[config.mk]
export PLATFORM = sky130hd
export DESIGN_NAME = cte_yuv422_stream
export DESIGN_NICKNAME = d
export VERILOG_FILES = /design/src/rtl/cte_pkg.sv /design/src/rtl/cte_rgb2yuv_core.sv /design/src/rtl/cte_yuv422_stream.sv
export SDC_FILE = /design/constraint.sdc
export NUM_CORES = 1
export LEC_CHECK = 0
export ABC_AREA = 0
export CAP_MARGIN = 10
export CORE_ASPECT_RATIO = 1.4
export CORE_MARGIN = 4
export CORE_UTILIZATION = 36
export CTS_BUF_LIST = sky130_fd_sc_hd__clkbuf_16
export CTS_CLUSTER_SIZE = 25
export DETAILED_ROUTE_END_ITERATION = 12
export PLACE_DENSITY = 0.48
export SLEW_MARGIN = 20
export SYNTH_ARGS = -nofsm -noshare
export SYNTH_HDL_FRONTEND = slang
export SYNTH_SLANG_ARGS = --single-unit
[constraint.sdc]
create_clock -name clk -period 2.8 [get_ports clk]
set_input_delay 0.42 -clock clk [delete_from_list [all_inputs] [get_ports clk]]
set_output_delay 0.42 -clock clk [all_outputs]
set_load 0.005 [all_outputs]
[src/rtl/cte_pkg.sv]
// Shared constants and types for the CTE RGB-to-YUV 4:2:2 stream encoder.
// Holds the Q.10 coefficients, a rescaling helper, and the pair/byte/pixel state enums.
package cte_pkg;

    localparam int COEF_FRAC = 10;

    localparam int CY_R = 306;
    localparam int CY_G = 601;
    localparam int CY_B = 117;
    localparam int CU_R = -173;
    localparam int CU_G = -339;
    localparam int CU_B = 512;
    localparam int CV_R = 512;
    localparam int CV_G = -429;
    localparam int CV_B = -83;

    typedef enum logic {
        P_EVEN,
        P_ODD
    } pair_st_t;

    typedef enum logic [1:0] {
        B_U,
        B_Y0,
        B_V,
        B_Y1
    } byte_ph_t;

    // Role of a pixel inside its pair, carried alongside it down the pipe.
    // K_SOLO is a frame-ending even pixel whose Y is replicated as Y1.
    typedef enum logic [1:0] {
        K_EVEN,
        K_ODD,
        K_SOLO
    } pix_kind_t;

    // Rescale a Q.10 coefficient to Q.frac, rounding half up when narrowing.
    function automatic int coef(input int c, input int frac);
        if (frac >= COEF_FRAC)
            return c * (2 ** (frac - COEF_FRAC));
        return (c + 2 ** (COEF_FRAC - frac - 1)) >>> (COEF_FRAC - frac);
    endfunction

    // Signed width that holds any coefficient sum with headroom.
    function automatic int sum_w(input int dw, input int frac);
        return dw + frac + 3;
    endfunction

endpackage

[src/rtl/cte_rgb2yuv_core.sv]
// Two-stage per-pixel RGB-to-YUV pipe: stage 1 multiply-accumulate, stage 2 round/clip.
// Ports: clk, reset (async active-low), in_valid/rgb/kind_in/last_in in,
//        out_valid/kind_out/last_out, y (clipped), u/v (rounded, unclipped) out.
module cte_rgb2yuv_core
    import cte_pkg::*;
#(
    parameter int DW   = 8,
    parameter int FRAC = 10
) (
    input  logic                          clk,
    input  logic                          reset,
    input  logic                          in_valid,
    input  logic [3*DW-1:0]               rgb,
    input  pix_kind_t                     kind_in,
    input  logic                          last_in,
    output logic                          out_valid,
    output pix_kind_t                     kind_out,
    output logic                          last_out,
    output logic [DW-1:0]                 y,
    output logic signed [sum_w(DW,FRAC)-1:0] u,
    output logic signed [sum_w(DW,FRAC)-1:0] v
);

    localparam int SW = sum_w(DW, FRAC);
    typedef logic signed [SW-1:0] s_t;

    localparam s_t KYR = s_t'(coef(CY_R, FRAC));
    localparam s_t KYG = s_t'(coef(CY_G, FRAC));
    localparam s_t KYB = s_t'(coef(CY_B, FRAC));
    localparam s_t KUR = s_t'(coef(CU_R, FRAC));
    localparam s_t KUG = s_t'(coef(CU_G, FRAC));
    localparam s_t KUB = s_t'(coef(CU_B, FRAC));
    localparam s_t KVR = s_t'(coef(CV_R, FRAC));
    localparam s_t KVG = s_t'(coef(CV_G, FRAC));
    localparam s_t KVB = s_t'(coef(CV_B, FRAC));
    localparam s_t HALF = s_t'(2 ** (FRAC - 1));
    localparam s_t YMAX = s_t'(2 ** DW - 1);

    s_t r, g, b;
    assign r = s_t'(rgb[3*DW-1 -: DW]);
    assign g = s_t'(rgb[2*DW-1 -: DW]);
    assign b = s_t'(rgb[DW-1:0]);

    logic      v1;
    pix_kind_t k1;
    logic      l1;
    s_t        sy, su, sv;

    always_ff @(posedge clk or negedge reset) begin
        if (!reset) begin
            v1 <= 1'b0;
            k1 <= K_EVEN;
            l1 <= 1'b0;
            sy <= '0;
            su <= '0;
            sv <= '0;
        end else begin
            v1 <= in_valid;
            k1 <= kind_in;
            l1 <= last_in;
            sy <= KYR * r + KYG * g + KYB * b;
            su <= KUR * r + KUG * g + KUB * b;
            sv <= KVR * r + KVG * g + KVB * b;
        end
    end

    s_t ry, ru, rv;
    assign ry = (sy + HALF) >>> FRAC;
    assign ru = (su + HALF) >>> FRAC;
    assign rv = (sv + HALF) >>> FRAC;

    // U/V stay unclipped so the pairing stage can average before clipping.
    always_ff @(posedge clk or negedge reset) begin
        if (!reset) begin
            out_valid <= 1'b0;
            kind_out  <= K_EVEN;
            last_out  <= 1'b0;
            y         <= '0;
            u         <= '0;
            v         <= '0;
        end else begin
            out_valid <= v1;
            kind_out  <= k1;
            last_out  <= l1;
            if (ry < 0)
                y <= '0;
            else if (ry > YMAX)
                y <= YMAX[DW-1:0];
            else
                y <= ry[DW-1:0];
            u <= ru;
            v <= rv;
        end
    end

endmodule

[src/rtl/cte_yuv422_stream.sv]
// RGB-to-YUV 4:2:2 stream encoder: pairing FSM, credit counter, pair FIFO, byte serializer.
// Ports: clk, reset (async active-low), in_valid/in_ready/rgb_in/in_last,
//        out_valid/out_ready/yuv_out/out_last. Macro CTE_CHROMA_AVG_EN averages pair chroma.
module cte_yuv422_stream
    import cte_pkg::*;
#(
    parameter int DW         = 8,
    parameter int FRAC       = 10,
    parameter int PAIR_DEPTH = 2
) (
    input  logic            clk,
    input  logic            reset,
    input  logic            in_valid,
    output logic            in_ready,
    input  logic [3*DW-1:0] rgb_in,
    input  logic            in_last,
    output logic            out_valid,
    input  logic            out_ready,
    output logic [DW-1:0]   yuv_out,
    output logic            out_last
);

    localparam int SW = sum_w(DW, FRAC);
    localparam int PW = (PAIR_DEPTH > 1) ? $clog2(PAIR_DEPTH) : 1;
    localparam int CW = $clog2(PAIR_DEPTH + 1);
    localparam int EW = 4 * DW + 1;

    typedef logic signed [SW-1:0] s_t;

    localparam s_t SMIN = s_t'(-(2 ** (DW - 1)));
    localparam s_t SMAX = s_t'(2 ** (DW - 1) - 1);

    function automatic logic [DW-1:0] clip_s(input s_t x);
        if (x < SMIN)
            return SMIN[DW-1:0];
        if (x > SMAX)
            return SMAX[DW-1:0];
        return x[DW-1:0];
    endfunction

    function automatic logic [PW-1:0] nxt(input logic [PW-1:0] p);
        return (p == PW'(PAIR_DEPTH - 1)) ? '0 : p + PW'(1);
    endfunction

    pair_st_t        state, state_nx;
    logic            run;
    logic [CW-1:0]   fifo_cnt, open_cnt;
    logic [CW:0]     used;
    logic            accept, open_inc;
    logic            push, pop;
    pix_kind_t       acc_kind;

    assign used     = {1'b0, fifo_cnt} + {1'b0, open_cnt};
    assign in_ready = run & ((state == P_ODD) |
                      (used < (CW+1)'(PAIR_DEPTH)));
    assign accept   = in_valid & in_ready;
    assign open_inc = accept & (state == P_EVEN);
    assign acc_kind = (state == P_ODD) ? K_ODD :
                      (in_last ? K_SOLO : K_EVEN);

    always_ff @(posedge clk or negedge reset) begin
        if (!reset) begin
            state <= P_EVEN;
            run   <= 1'b0;
        end else begin
            state <= state_nx;
            run   <= 1'b1;
        end
    end

    always_comb begin
        state_nx = state;
        if (accept) begin
            unique case (state)
                P_EVEN: if (!in_last) state_nx = P_ODD;
                P_ODD:  state_nx = P_EVEN;
            endcase
        end
    end

    logic            pix_valid, pix_last;
    pix_kind_t       pix_kind;
    logic [DW-1:0]   pix_y;
    s_t              pix_u, pix_v;

    cte_rgb2yuv_core #(
        .DW   (DW),
        .FRAC (FRAC)
    ) u_core (
        .clk       (clk),
        .reset     (reset),
        .in_valid  (accept),
        .rgb       (rgb_in),
        .kind_in   (acc_kind),
        .last_in   (in_last),
        .out_valid (pix_valid),
        .kind_out  (pix_kind),
        .last_out  (pix_last),
        .y         (pix_y),
        .u         (pix_u),
        .v         (pix_v)
    );

    logic [DW-1:0] e_y;
    s_t            e_u, e_v;

    always_ff @(posedge clk or negedge reset) begin
        if (!reset) begin
            e_y <= '0;
            e_u <= '0;
            e_v <= '0;
        end else if (pix_valid && pix_kind == K_EVEN) begin
            e_y <= pix_y;
            e_u <= pix_u;
            e_v <= pix_v;
        end
    end

    // Word layout: {last, U, Y0, V, Y1}. A solo pixel's chroma already
    // equals the average of itself with itself.
    logic [EW-1:0] word_c, push_word;
    logic          pair_done;

    assign pair_done = pix_valid & (pix_kind != K_EVEN);

    always_comb begin
        word_c = {1'b1, clip_s(pix_u), pix_y, clip_s(pix_v), pix_y};
        if (pix_kind == K_ODD) begin
`ifdef CTE_CHROMA_AVG_EN
            word_c = {pix_last,
                      clip_s((e_u + pix_u + s_t'(1)) >>> 1), e_y,
                      clip_s((e_v + pix_v + s_t'(1)) >>> 1), pix_y};
`else
            word_c = {pix_last, clip_s(e_u), e_y, clip_s(e_v), pix_y};
`endif
        end
    end

`ifdef CTE_CHROMA_AVG_EN
    logic          pend_valid;
    logic [EW-1:0] pend_word;

    always_ff @(posedge clk or negedge reset) begin
        if (!reset) begin
            pend_valid <= 1'b0;
            pend_word  <= '0;
        end else begin
            pend_valid <= pair_done;
            pend_word  <= word_c;
        end
    end

    assign push      = pend_valid;
    assign push_word = pend_word;
`else
    assign push      = pair_done;
    assign push_word = word_c;
`endif

    logic [EW-1:0] mem [PAIR_DEPTH];
    logic [PW-1:0] wr_ptr, rd_ptr;
    logic [EW-1:0] head;
    byte_ph_t      ph;

    assign head      = mem[rd_ptr];
    assign out_valid = (fifo_cnt != '0);
    assign pop       = out_valid & out_ready & (ph == B_Y1);

    always_ff @(posedge clk or negedge reset) begin
        if (!reset) begin
            for (int i = 0; i < PAIR_DEPTH; i++)
                mem[i] <= '0;
            wr_ptr   <= '0;
            rd_ptr   <= '0;
            fifo_cnt <= '0;
            open_cnt <= '0;
            ph       <= B_U;
        end else begin
            if (push) begin
                mem[wr_ptr] <= push_word;
                wr_ptr      <= nxt(wr_ptr);
            end
            if (pop)
                rd_ptr <= nxt(rd_ptr);
            unique case ({push, pop})
                2'b10:   fifo_cnt <= fifo_cnt + CW'(1);
                2'b01:   fifo_cnt <= fifo_cnt - CW'(1);
                default: fifo_cnt <= fifo_cnt;
            endcase
            unique case ({open_inc, push})
                2'b10:   open_cnt <= open_cnt + CW'(1);
                2'b01:   open_cnt <= open_cnt - CW'(1);
                default: open_cnt <= open_cnt;
            endcase
            if (out_valid && out_ready)
                ph <= byte_ph_t'(ph + 2'd1);
        end
    end

    logic [DW-1:0] byte_sel;

    always_comb begin
        byte_sel = '0;
        unique case (ph)
            B_U:  byte_sel = head[4*DW-1 -: DW];
            B_Y0: byte_sel = head[3*DW-1 -: DW];
            B_V:  byte_sel = head[2*DW-1 -: DW];
            B_Y1: byte_sel = head[DW-1:0];
        endcase
    end

    assign yuv_out  = out_valid ? byte_sel : '0;
    assign out_last = out_valid & (ph == B_Y1) & head[EW-1];

    // Credits reserve FIFO space at pair open, so a full push is a bug.
    a_no_overflow: assert property (
        @(posedge clk) disable iff (!reset)
        !(push && fifo_cnt == CW'(PAIR_DEPTH)));

endmodule

# After elaboration in Yosys (flattened, before gate mapping)
# Cells that the tools add are included.
# op_classes
addsub,17
mul,7
n_div,0
magnitude_cmp,14
n_eq_ne,8
n_shift,0
muxes,51
bitwise,12
n_reduce_logical,9
# op_table
op,n
$mux 33,5
$mux 8,19
$add 21x21->21,4
$bwmux 66,1
$add 21x11->21 const B,3
$gt 11x8->1 const B,4
$lt 11x8->1 const B,4
$mul 10x9->19 const A,2
$demux 33 s1,1
$pmux 8 s4,1
$add 18x21->21,1
$add 21x18->21,1
$mux 1,19
$mul 10x8->18 const A,1
$mul 9x9->18 const A,1
$mul 8x9->17 const A,1
$mul 8x8->16 const A,1
$mul 7x8->15 const A,1
$gt 11x9->1 const B,1
$lt 11x1->1 const B,1
$and 1x1->1,8
$eq 2x1->1 const B,4
$eq 2x2->1 const B,4
$pmux 2 s2,2
other kinds (15),28
# word_totals
regBits,207
latchBits,0
mem_bits_rw,0
rom_bits,0
input_bits,29
wordCells,142
memories,0

# Logic depth before layout (Yosys ltp)
# logic_depth
ltp_word,9
depth_mapped,27
mapped_depth_nobuf,27

# By module
# From an unflattened synthesis, not the netlist that was laid out.
# hier_totals
hier_cells,1864
area_unflattened_um2,19597.5
# modules_own_cells
mod,n_inst,cells_each,area_per_inst_um2
cte_rgb2yuv_core,1,1333,13638.1
cte_yuv422_stream,1,531,5959.5

# Worst setup path after synthesis
# No wires, ideal clock.
# synth_timing
path_type,input port to flip-flop
start,input port rgb_in[16]
end,register u_core.su[19]
setup_ns,0.079
arrival_ns,5.559
required_ns,2.721
slack_ns,-2.838
stages,21
path_cell_list,fa_1 > fa_1 > fa_1 > inv_1 > fa_1 > inv_1 > ha_1 > and2_1 > a22o_1 > a311oi_2 > xnor2_1 > fa_1 > inv_1 > ha_1 > a21o_1 > a21oi_1 > o22ai_1 > nor2_1 > nand3_1 > a31oi_1 > xor2_1
# synth_via
elab_chain_len,3
# synth_rtl
item,line,source
from (decl),cte_yuv422_stream.sv:15,"input logic [3*DW-1:0] rgb_in,"
$mul 9x9->18,cte_rgb2yuv_core.sv:62,su <= KUR * r + KUG * g + KUB * b;
$add 21x21->21,cte_rgb2yuv_core.sv:62,
$add 21x18->21,cte_rgb2yuv_core.sv:62,
to (signal assigned),cte_rgb2yuv_core.sv:62,
to (decl),cte_rgb2yuv_core.sv:47,"s_t sy, su, sv;"
# Every way passes these cells.
# A chain may end at the register's enable or synchronous reset.

# Final worst setup path
# layout_timing
start,input port rgb_in[17]
end,register u_core.su[19]
# The elaborated chain is that of the path after synthesis.

==> metrics <==
die boundary height=283 um; Final Slew Violations=0; run status=finished with violations; post-synthesis area per instance=9.87 um^2; number of search-and-repair iterations in the first detailed-routing pass=5; number of clock sinks seen by CTS=178; via count of the first global-routing pass=16,400; unrepaired setup endpoints after global routing=yes; failing checks=setup timing; final hold violation count=0; Nets=3,030; number of remaining DRC errors=0; unique cell type count in the Yosys netlist=67; gate count after technology mapping=1,973; wire length of the first global-routing pass=83.1 mm; post-synth design cell area=0.0195 mm^2; required arrival time at the worst endpoint=3150 ps; flip-flop cell with the highest count after synthesis=sky130_fd_sc_hd__dfrtp_1; proportion of layout cells with a drive suffix above 1=0.376; capture endpoint of the worst hold path=u_core.out_valid; placeable core region=0.0534 mm^2; startpoint type of the worst setup path=primary input; total vias in the final route=15,200; setup slack of the critical path after layout=-2520 ps; Setup CP Type=in -> reg; proportion of synthesized flip-flops having asynchronous set or reset=1.00; clk_lat worst skew=430 ps; end of the worst register-to-register path=open_cnt[1]; initial antenna violation count=2; startpoint of the tightest hold check path=u_core.v1; final routed wirelength across all metal layers=51.6 mm; YS warnings=0; # IOs=40; EDFF count, synth=0; RD Place Congestion=0.860; reg2reg setup slack=490 ps; multi-input logic area=0.0158 mm^2; number of synthesized register bits=178; post-route fraction of the period consumed by the critical path=1.90; cell depth of the worst min-delay path=0; area added between synthesis and finish=41.0%; area taken by flip-flops and latches=0.00446 mm^2; global router's overall resource usage=0.180; Starting Density=0.365; CP arrival=5670 ps; worst hold slack=345 ps; portion of the post-synthesis area used by sequential elements=0.229; Die Area=0.0580 mm^2; residual antenna-violating net count after detailed routing=0; CTS tree=built; number of endpoints failing setup at the final stage=34; number of max-cap violations=0; Filler cells=4,922; drt initial violations=497; total CTS buffers=17; Least-Margin Pin Slew=718 ps; worst reg-to-reg path cell count=9; placed cell areas=0.0246 mm^2; Crit. End Element=flop; horizontal die dimension=205 um; number of diodes=0; Clock Pin Slew Worst Setup and Hold Paths=70 ps; HPWL after DPL=43.9 mm; total overflow reported by the global router=0; post-layout utilization of the core=0.514; maximum number of pins on one net before global-route repair=62; Clock Skews=7.04 ps; input/output buffers=39; highest net fanout along the worst path=4; maximum level of the CTS H-tree=4; worst-case headroom to the max-slew limit=0.521; Reg-to-Reg Start=fifo_cnt[1]; Synthesized Nets=2,522; routed wire length per instance=16.1 um; Final Instance Area=0.0275 mm^2; Core Rows=100; root buf cell=sky130_fd_sc_hd__clkbuf_16; start point of the critical path=rgb_in[17]; peak clock frequency supported by timing=188 MHz; time the worst path needs with I/O delays and setup=5320 ps; detailed-route vias per instance=4.73; Worst Hold Class=reg -> reg; number of buffers on the longest clock path=2
-- worst max path at each step --
stage / endpoint / slack [ps] / depth (start not counted)
3_5_place_dp: u_core.su[19] / -3450 / 22
4_1_cts: u_core.su[19] / -2470 / 23
3_3_place_gp: u_core.sy[18] / -3400 / 23
5_1_grt: u_core.su[19] / -2700 / 23
6_report: u_core.su[19] / -2520 / 23
2_1_floorplan: u_core.sy[16] / -2530 / 23
-- layout by cell type (no fill, tap or decap), types with 28 or more instances in the layout --
master	Yosys	layout
sky130_fd_sc_hd__a21oi_2	3	34
sky130_fd_sc_hd__xor2_1	57	48
sky130_fd_sc_hd__inv_1	392	323
sky130_fd_sc_hd__a21oi_1	79	40
sky130_fd_sc_hd__a21o_1	28	28
sky130_fd_sc_hd__xnor2_1	103	82
sky130_fd_sc_hd__buf_6	0	56
sky130_fd_sc_hd__ha_4	0	96
sky130_fd_sc_hd__nand2_1	100	92
sky130_fd_sc_hd__nor2_1	64	55
sky130_fd_sc_hd__mux2_2	48	48
sky130_fd_sc_hd__fa_1	152	140
sky130_fd_sc_hd__ha_1	368	263
sky130_fd_sc_hd__inv_2	0	60
sky130_fd_sc_hd__o21ai_0	107	92
sky130_fd_sc_hd__dfrtp_1	178	175
sky130_fd_sc_hd__buf_4	0	413
-- timing repair --
item,CTS,global route
gates resized for setup,363,102
gates cloned,0,1
setup buffers,51,26
pin swaps,217,122
hold buffers,1,0
endpoints found under the hold margin,55,0
endpoints found under the setup margin,42,44
-- synthesized netlist by cell type (17+ instances only) --
master                     number  area share
sky130_fd_sc_hd__inv_1        392       0.076
sky130_fd_sc_hd__ha_1         368        0.24
sky130_fd_sc_hd__dfrtp_1      178        0.23
sky130_fd_sc_hd__fa_1         152        0.16
sky130_fd_sc_hd__o21ai_0      107       0.027
sky130_fd_sc_hd__xnor2_1      103       0.046
sky130_fd_sc_hd__nand2_1      100       0.019
sky130_fd_sc_hd__a21oi_1       79       0.020
sky130_fd_sc_hd__nor2_1        64       0.012
sky130_fd_sc_hd__xor2_1        57       0.026
sky130_fd_sc_hd__mux2_2        48       0.028
sky130_fd_sc_hd__a21o_1        28       0.011
sky130_fd_sc_hd__nand3_1       27      0.0069
sky130_fd_sc_hd__nor3_1        23      0.0059
sky130_fd_sc_hd__clkbuf_1      21      0.0040
sky130_fd_sc_hd__and3_1        20      0.0064
sky130_fd_sc_hd__and2_1        18      0.0058
sky130_fd_sc_hd__nand2b_1      18      0.0058
sky130_fd_sc_hd__o21a_1        17      0.0066
-- metal layers --
layer	GRT usage	vias up	part of all wire
met5	0	-	0
met4	0.0806	0	0.052
met2	0.341	179	0.54
li1	-	7561	-
met1	0.203	7337	0.39
met3	0.0138	98	0.015
-- sequential cells by signal, summed over array words and instances (netlist names) --
register          flops
e_v                  11
u_core.last_out       1
open_cnt              2
e_y                   8
u_core.u             11
u_core.sv            12
u_core.v             11
u_core.v1             1
mem                  66
fifo_cnt              2
u_core.k1             2
u_core.y              8
ph                    2
rd_ptr                1
u_core.kind_out       2
u_core.sy            10
run                   1
e_u                  11
wr_ptr                1
u_core.su            12
u_core.l1             1
u_core.out_valid      1
state                 1
-- cells by family (layout without fill, tap and decap cells) --
logic type / count (synthesis) / count (layout) / synth area share
AOI/OAI and AO/OA: 323 / 323 / 0.108
xor gates and xnor gates: 160 / 160 / 0.0719
adders and majority gates: 520 / 520 / 0.393
buffers and inverters: 416 / 937 / 0.0803
DFF: 178 / 178 / 0.229
muxes: 67 / 67 / 0.0426
other: 1 / 1 / 0.000192
and+or+nand+nor: 308 / 308 / 0.0758
-- stage by stage --
step	setup TNS [ps]	setup WS, ps	std cells
after floorplan	-68980	-2530	1973
after global placement	-103320	-3400	3111
after detailed placement	-104630	-3450	3111
final	-71080	-2520	3208
after CTS	-69530	-2470	3186
after global routing	-76790	-2700	3208
-- layout make-up --
| class | count | area share |
|---|---|---|
| Inverter | 392 | 0.0547 |
| Clock inverter | 15 | 0.00670 |
| Clock buffer | 17 | 0.0155 |
| Sequential cell | 178 | 0.162 |
| Timing Repair Buffer | 513 | 0.155 |
| Tap cell | 714 | 0.0325 |
| Multi-Input combinational cell | 1379 | 0.574 |
-- critical path: stages --
cell	delay, ps
sky130_fd_sc_hd__buf_8	100
sky130_fd_sc_hd__fa_2	630
sky130_fd_sc_hd__fa_1	450
sky130_fd_sc_hd__fa_1	520
sky130_fd_sc_hd__inv_2	40
sky130_fd_sc_hd__fa_1	490
sky130_fd_sc_hd__inv_2	50
sky130_fd_sc_hd__ha_4	210
sky130_fd_sc_hd__and2_4	130
sky130_fd_sc_hd__a22o_1	210
sky130_fd_sc_hd__a311oi_2	210
sky130_fd_sc_hd__buf_4	200
sky130_fd_sc_hd__xnor2_4	80
sky130_fd_sc_hd__fa_1	550
sky130_fd_sc_hd__inv_2	40
sky130_fd_sc_hd__ha_4	210
sky130_fd_sc_hd__a21o_1	180
sky130_fd_sc_hd__a21oi_2	140
sky130_fd_sc_hd__o22ai_1	100
sky130_fd_sc_hd__nor2_1	180
sky130_fd_sc_hd__nand3_2	130
sky130_fd_sc_hd__a31oi_4	220
sky130_fd_sc_hd__xor2_1	150
Power is left out: the tool's default activity adds up to more than one toggle a clock period on the data nets, which glitch-free logic cannot reach.
==> edit 1 (same flow settings) <==
The option `CTE_CHROMA_AVG_EN` is turned on by a define.
--- a/src/rtl/cte_yuv422_stream.sv
+++ b/src/rtl/cte_yuv422_stream.sv
@@ -1,6 +1,8 @@
 // RGB-to-YUV 4:2:2 stream encoder: pairing FSM, credit counter, pair FIFO, byte serializer.
 // Ports: clk, reset (async active-low), in_valid/in_ready/rgb_in/in_last,
 //        out_valid/out_ready/yuv_out/out_last. Macro CTE_CHROMA_AVG_EN averages pair chroma.
+`define CTE_CHROMA_AVG_EN
+
 module cte_yuv422_stream
     import cte_pkg::*;
 #(
Formal check against the unedited RTL: not equivalent (a bounded check fails within 10 cycles, from zero or initial values and one cycle with reset low).
==> edit 1 against the original RTL <==
  * The flow still finishes with violations (setup timing)
  * Setup slack better by 0.21 ns
  * Via count is 5.9% higher
  * Critical path depth is 4 lower
  * Clock skew rose by 0.0043 ns
  * Design area up 5.8%
  * Synthesized area increased by 9.0%
  * Wire length up 6.9%
  * Sequential cell count is 34 higher
  * Hold slack improved by 0.0034 ns
  * Count of clock-buffer cells in the layout rose by 4
  * Die area up 8.7%
  * First-iteration DRC count shrank 6.2%
Power is left out: the tool's default activity adds up to more than one toggle a clock period on the data nets, which glitch-free logic cannot reach.
==> edit 1: results (changes against the original RTL) <==
* Status: finished with violations
* Failing checks: setup timing
* Register area share after synthesis at 0.250 (+0.0211)
* Resized Gates After CTS at 347 (-4.4%)
* Final setup violation count at 35 (+2.9%)
* Total GRT Usage at 0.179 (-0.00120)
* Final WS setup at -2.31 ns (+0.212 ns)
* XOR/XNOR Fraction of Synth Area at 0.0693 (-0.00266)
* Pre-CTS setup slack at -3.53 ns (-0.0719 ns)
* Initial antenna violation count at 1 (-1)
* Num CTS Buffers at 20 (+3)
* Tightest Pin Transition at 0.568 ns (-0.150 ns)
* Total setup buffers inserted after CTS at 52 (+2.0%)
* Netlist cell types at 64 (-4.5%)
* Largest net degree at the start of global routing at 68 (+9.7%)
* Largest regs: mem: 66 flops, pend_word: 33 flops
* FF-to-FF Start: u_core.u[1]
* Fillers at 5353 (+8.8%)
* Crit path DAT at 5.53 ns (-0.14 ns)
* R2r setup slk at 0.18 ns (-0.31 ns)
* Adder-cell share of the synthesized area at 0.374 (-0.0188)
* R2r endpoint: pend_word[29]
* First-pass GRT wire length at 90700 µm (+9.1%)
* Setup TNS at -65.22 ns (+5.86 ns)
* Ranking of synthesized cells by area: dfrtp_1 (25%), ha_1 (23%), fa_1 (15%)
* WHS Endpoint: u_core.kind_out[0]
* Drt via density at 4.81 (+1.7%)
* Nets@finish at 3149 (+3.9%)
* Worst-Skew Late Latency at 0.50 ns (+0.07 ns)
* Synth Instances at 2101 (+6.5%)
* Routed Wire Length at 55100 µm (+6.9%)
* Hold_sp: u_core.k1[0]
* Routed via count at 16.1k (+5.9%)
* Vias in the first global route at 17.9k (+9.2%)
* H-tree Lvls at 1 (-3)
* Mapped Nets at 2672 (+5.9%)
* Longest Clk Path Bufs at 3 (+1)
* Crit. Startpoint: rgb_in[16]
* Placed Cells at 3253 (+4.6%)
* Synth Area in Compound Gates at 0.0961 (-0.0120)
* Final Skew at 0.0114 ns (+0.00433 ns)
==> edit 1: area by class of cell <==
class / instances / area [µm²] / share of cell area
Inverter: 394 / 1510 / 0.0521
Multi-Input combinational cell: 1475 / 16800 / 0.578
Sequential cell: 212 / 5310 / 0.183
Clock buffer: 21 / 526 / 0.0181
Tap cell: 749 / 937 / 0.0323
Timing Repair Buffer: 475 / 3830 / 0.132
Clock inverter: 13 / 144 / 0.00495
==> edit 1: through the flow <==
step | utilization | instance area, µm² | hold slack (ns)
floorplan | - | 22000 | 0.124
global placement | 0.449 | 26200 | 0.336
detailed placement | 0.449 | 26200 | 0.337
CTS | 0.485 | 28400 | 0.352
global route | 0.497 | 29000 | 0.353
finish | 0.497 | 29000 | 0.349
==> edit 1: metal layers <==
metal	GRT usage	up-vias	wire length, µm
met5	0	-	0
met4	0.0500	0	1580
met3	0.00892	50	739
met2	0.361	112	31400
met1	0.200	7910	21400
li1	-	7991	-
==> edit 2 (config.mk and constraints unchanged) <==
Made on the original files. The 3 values of `pix_kind_t` get a one-hot encoding in 3 bits.
--- a/src/rtl/cte_pkg.sv
+++ b/src/rtl/cte_pkg.sv
@@ -28,10 +28,10 @@
 
     // Role of a pixel inside its pair, carried alongside it down the pipe.
     // K_SOLO is a frame-ending even pixel whose Y is replicated as Y1.
-    typedef enum logic [1:0] {
-        K_EVEN,
-        K_ODD,
-        K_SOLO
+    typedef enum logic [2:0] {
+        K_EVEN = 3'b001,
+        K_ODD  = 3'b010,
+        K_SOLO = 3'b100
     } pix_kind_t;
 
     // Rescale a Q.10 coefficient to Q.frac, rounding half up when narrowing.
Behaviour: same outputs for any inputs over 4 cycles, from zero or initial values and one cycle with reset low; so few cycles prove little.
==> edit 2 against the original RTL <==
  * The run still ends with setup timing left
  * Critical endpoint unchanged
  * Sequential cell count increased by 2
  * Setup slack worse by 0.10 ns
  * Wire length grew 4.6%
  * Design area is 1.2% higher
  * Synthesized area is 0.60% higher
  * Final cell count up 1.6%
  * Via count up 1.7%
  * First-iteration DRC count is 0.40% lower
  * Count of clock-buffer cells in the layout is the same
  * Hold slack better by 0.0014 ns
Power is left out: the tool's default activity adds up to more than one toggle a clock period on the data nets, which glitch-free logic cannot reach.
==> edit 2: results (changes against the original RTL) <==
* Final WS setup at -2.62 ns (-0.101 ns)
* Met3 usage at 0.0189 (+0.00509)
* Wire length on met1 at 21000 µm (+4.3%)
* Setup TNS at -73.73 ns (-2.65 ns)
* Routed via count at 15.4k (+1.7%)
* Max incr delay on CP at 0.56 ns (-0.07 ns)
* Status: finished with violations
* GR Util met1 at 0.211 (+0.00775)
* Final setup violation count at 34 (unchanged)
* Routed Wire Length at 53900 µm (+4.6%)
* Hold WS at 0.347 ns (+0.00138 ns)
* DR iter-0 viols at 495 (-0.40%)
* Initial antenna violation count at 1 (-1)
* Ranking of synthesized cells by area: ha_1 (23%), dfrtp_1 (23%), fa_1 (16%)
* FF-to-FF Start: fifo_cnt[0]
* R2r setup slk at 0.42 ns (-0.07 ns)
* Met2 Wirelength at 29900 µm (+6.8%)
* Dpl hpwl at 44900 µm (+2.4%)
* Area after DPL at 0.0249 mm² (+0.87%)
* Placed Cells at 3153 (+1.4%)
* Commonest cells in the netlist: inv_1 (393), ha_1 (365), dfrtp_1 (178)
* Failing checks: setup timing
* Post-synthesis mux area share at 0.0435 (+0.000829)
* Total GRT Usage at 0.191 (+0.0107)
* Fillers at 5021 (+2.0%)
* Synth Area in Compound Gates at 0.108 (-0.000457)
* Final Skew at 0.00981 ns (+0.00277 ns)
* Met2 Resource Use GR at 0.370 (+0.0286)
* Adder-cell share of the synthesized area at 0.391 (-0.00121)
* Mapped Nets at 2548 (+1.0%)
* Pre-CTS setup slack at -3.57 ns (-0.116 ns)
* XOR/XNOR Fraction of Synth Area at 0.0661 (-0.00579)
==> edit 2: timing repair <==
action                                  CTS  global route
pin swaps                               217           151
endpoints found under the setup margin   42            43
resized for setup                       376           122
cloned                                    0             0
setup buffers                            71            29
hold buffers                              1             0
endpoints found under the hold margin    51             0
==> edit 2: worst max-delay path by stage <==
stage,from,endpoint,slack [ns],cells past startpoint
2_1_floorplan,rgb_in[10],u_core.su[19],-2.71,20
3_3_place_gp,rgb_in[23],u_core.su[19],-3.59,25
3_5_place_dp,rgb_in[23],u_core.su[19],-3.57,25
4_1_cts,rgb_in[17],u_core.su[19],-2.63,22
5_1_grt,rgb_in[18],u_core.su[19],-2.81,22
6_report,rgb_in[18],u_core.su[19],-2.62,24
==> edit 2: area by class of cell <==
cell class	instances	area, µm²	share of cell area
Clock buffer	17	425	0.0153
Clock inverter	15	134	0.00482
Inverter	393	1510	0.0542
Multi-Input combinational cell	1400	15900	0.573
Sequential cell	180	4510	0.162
Tap cell	714	893	0.0322
Timing Repair Buffer	539	4390	0.158
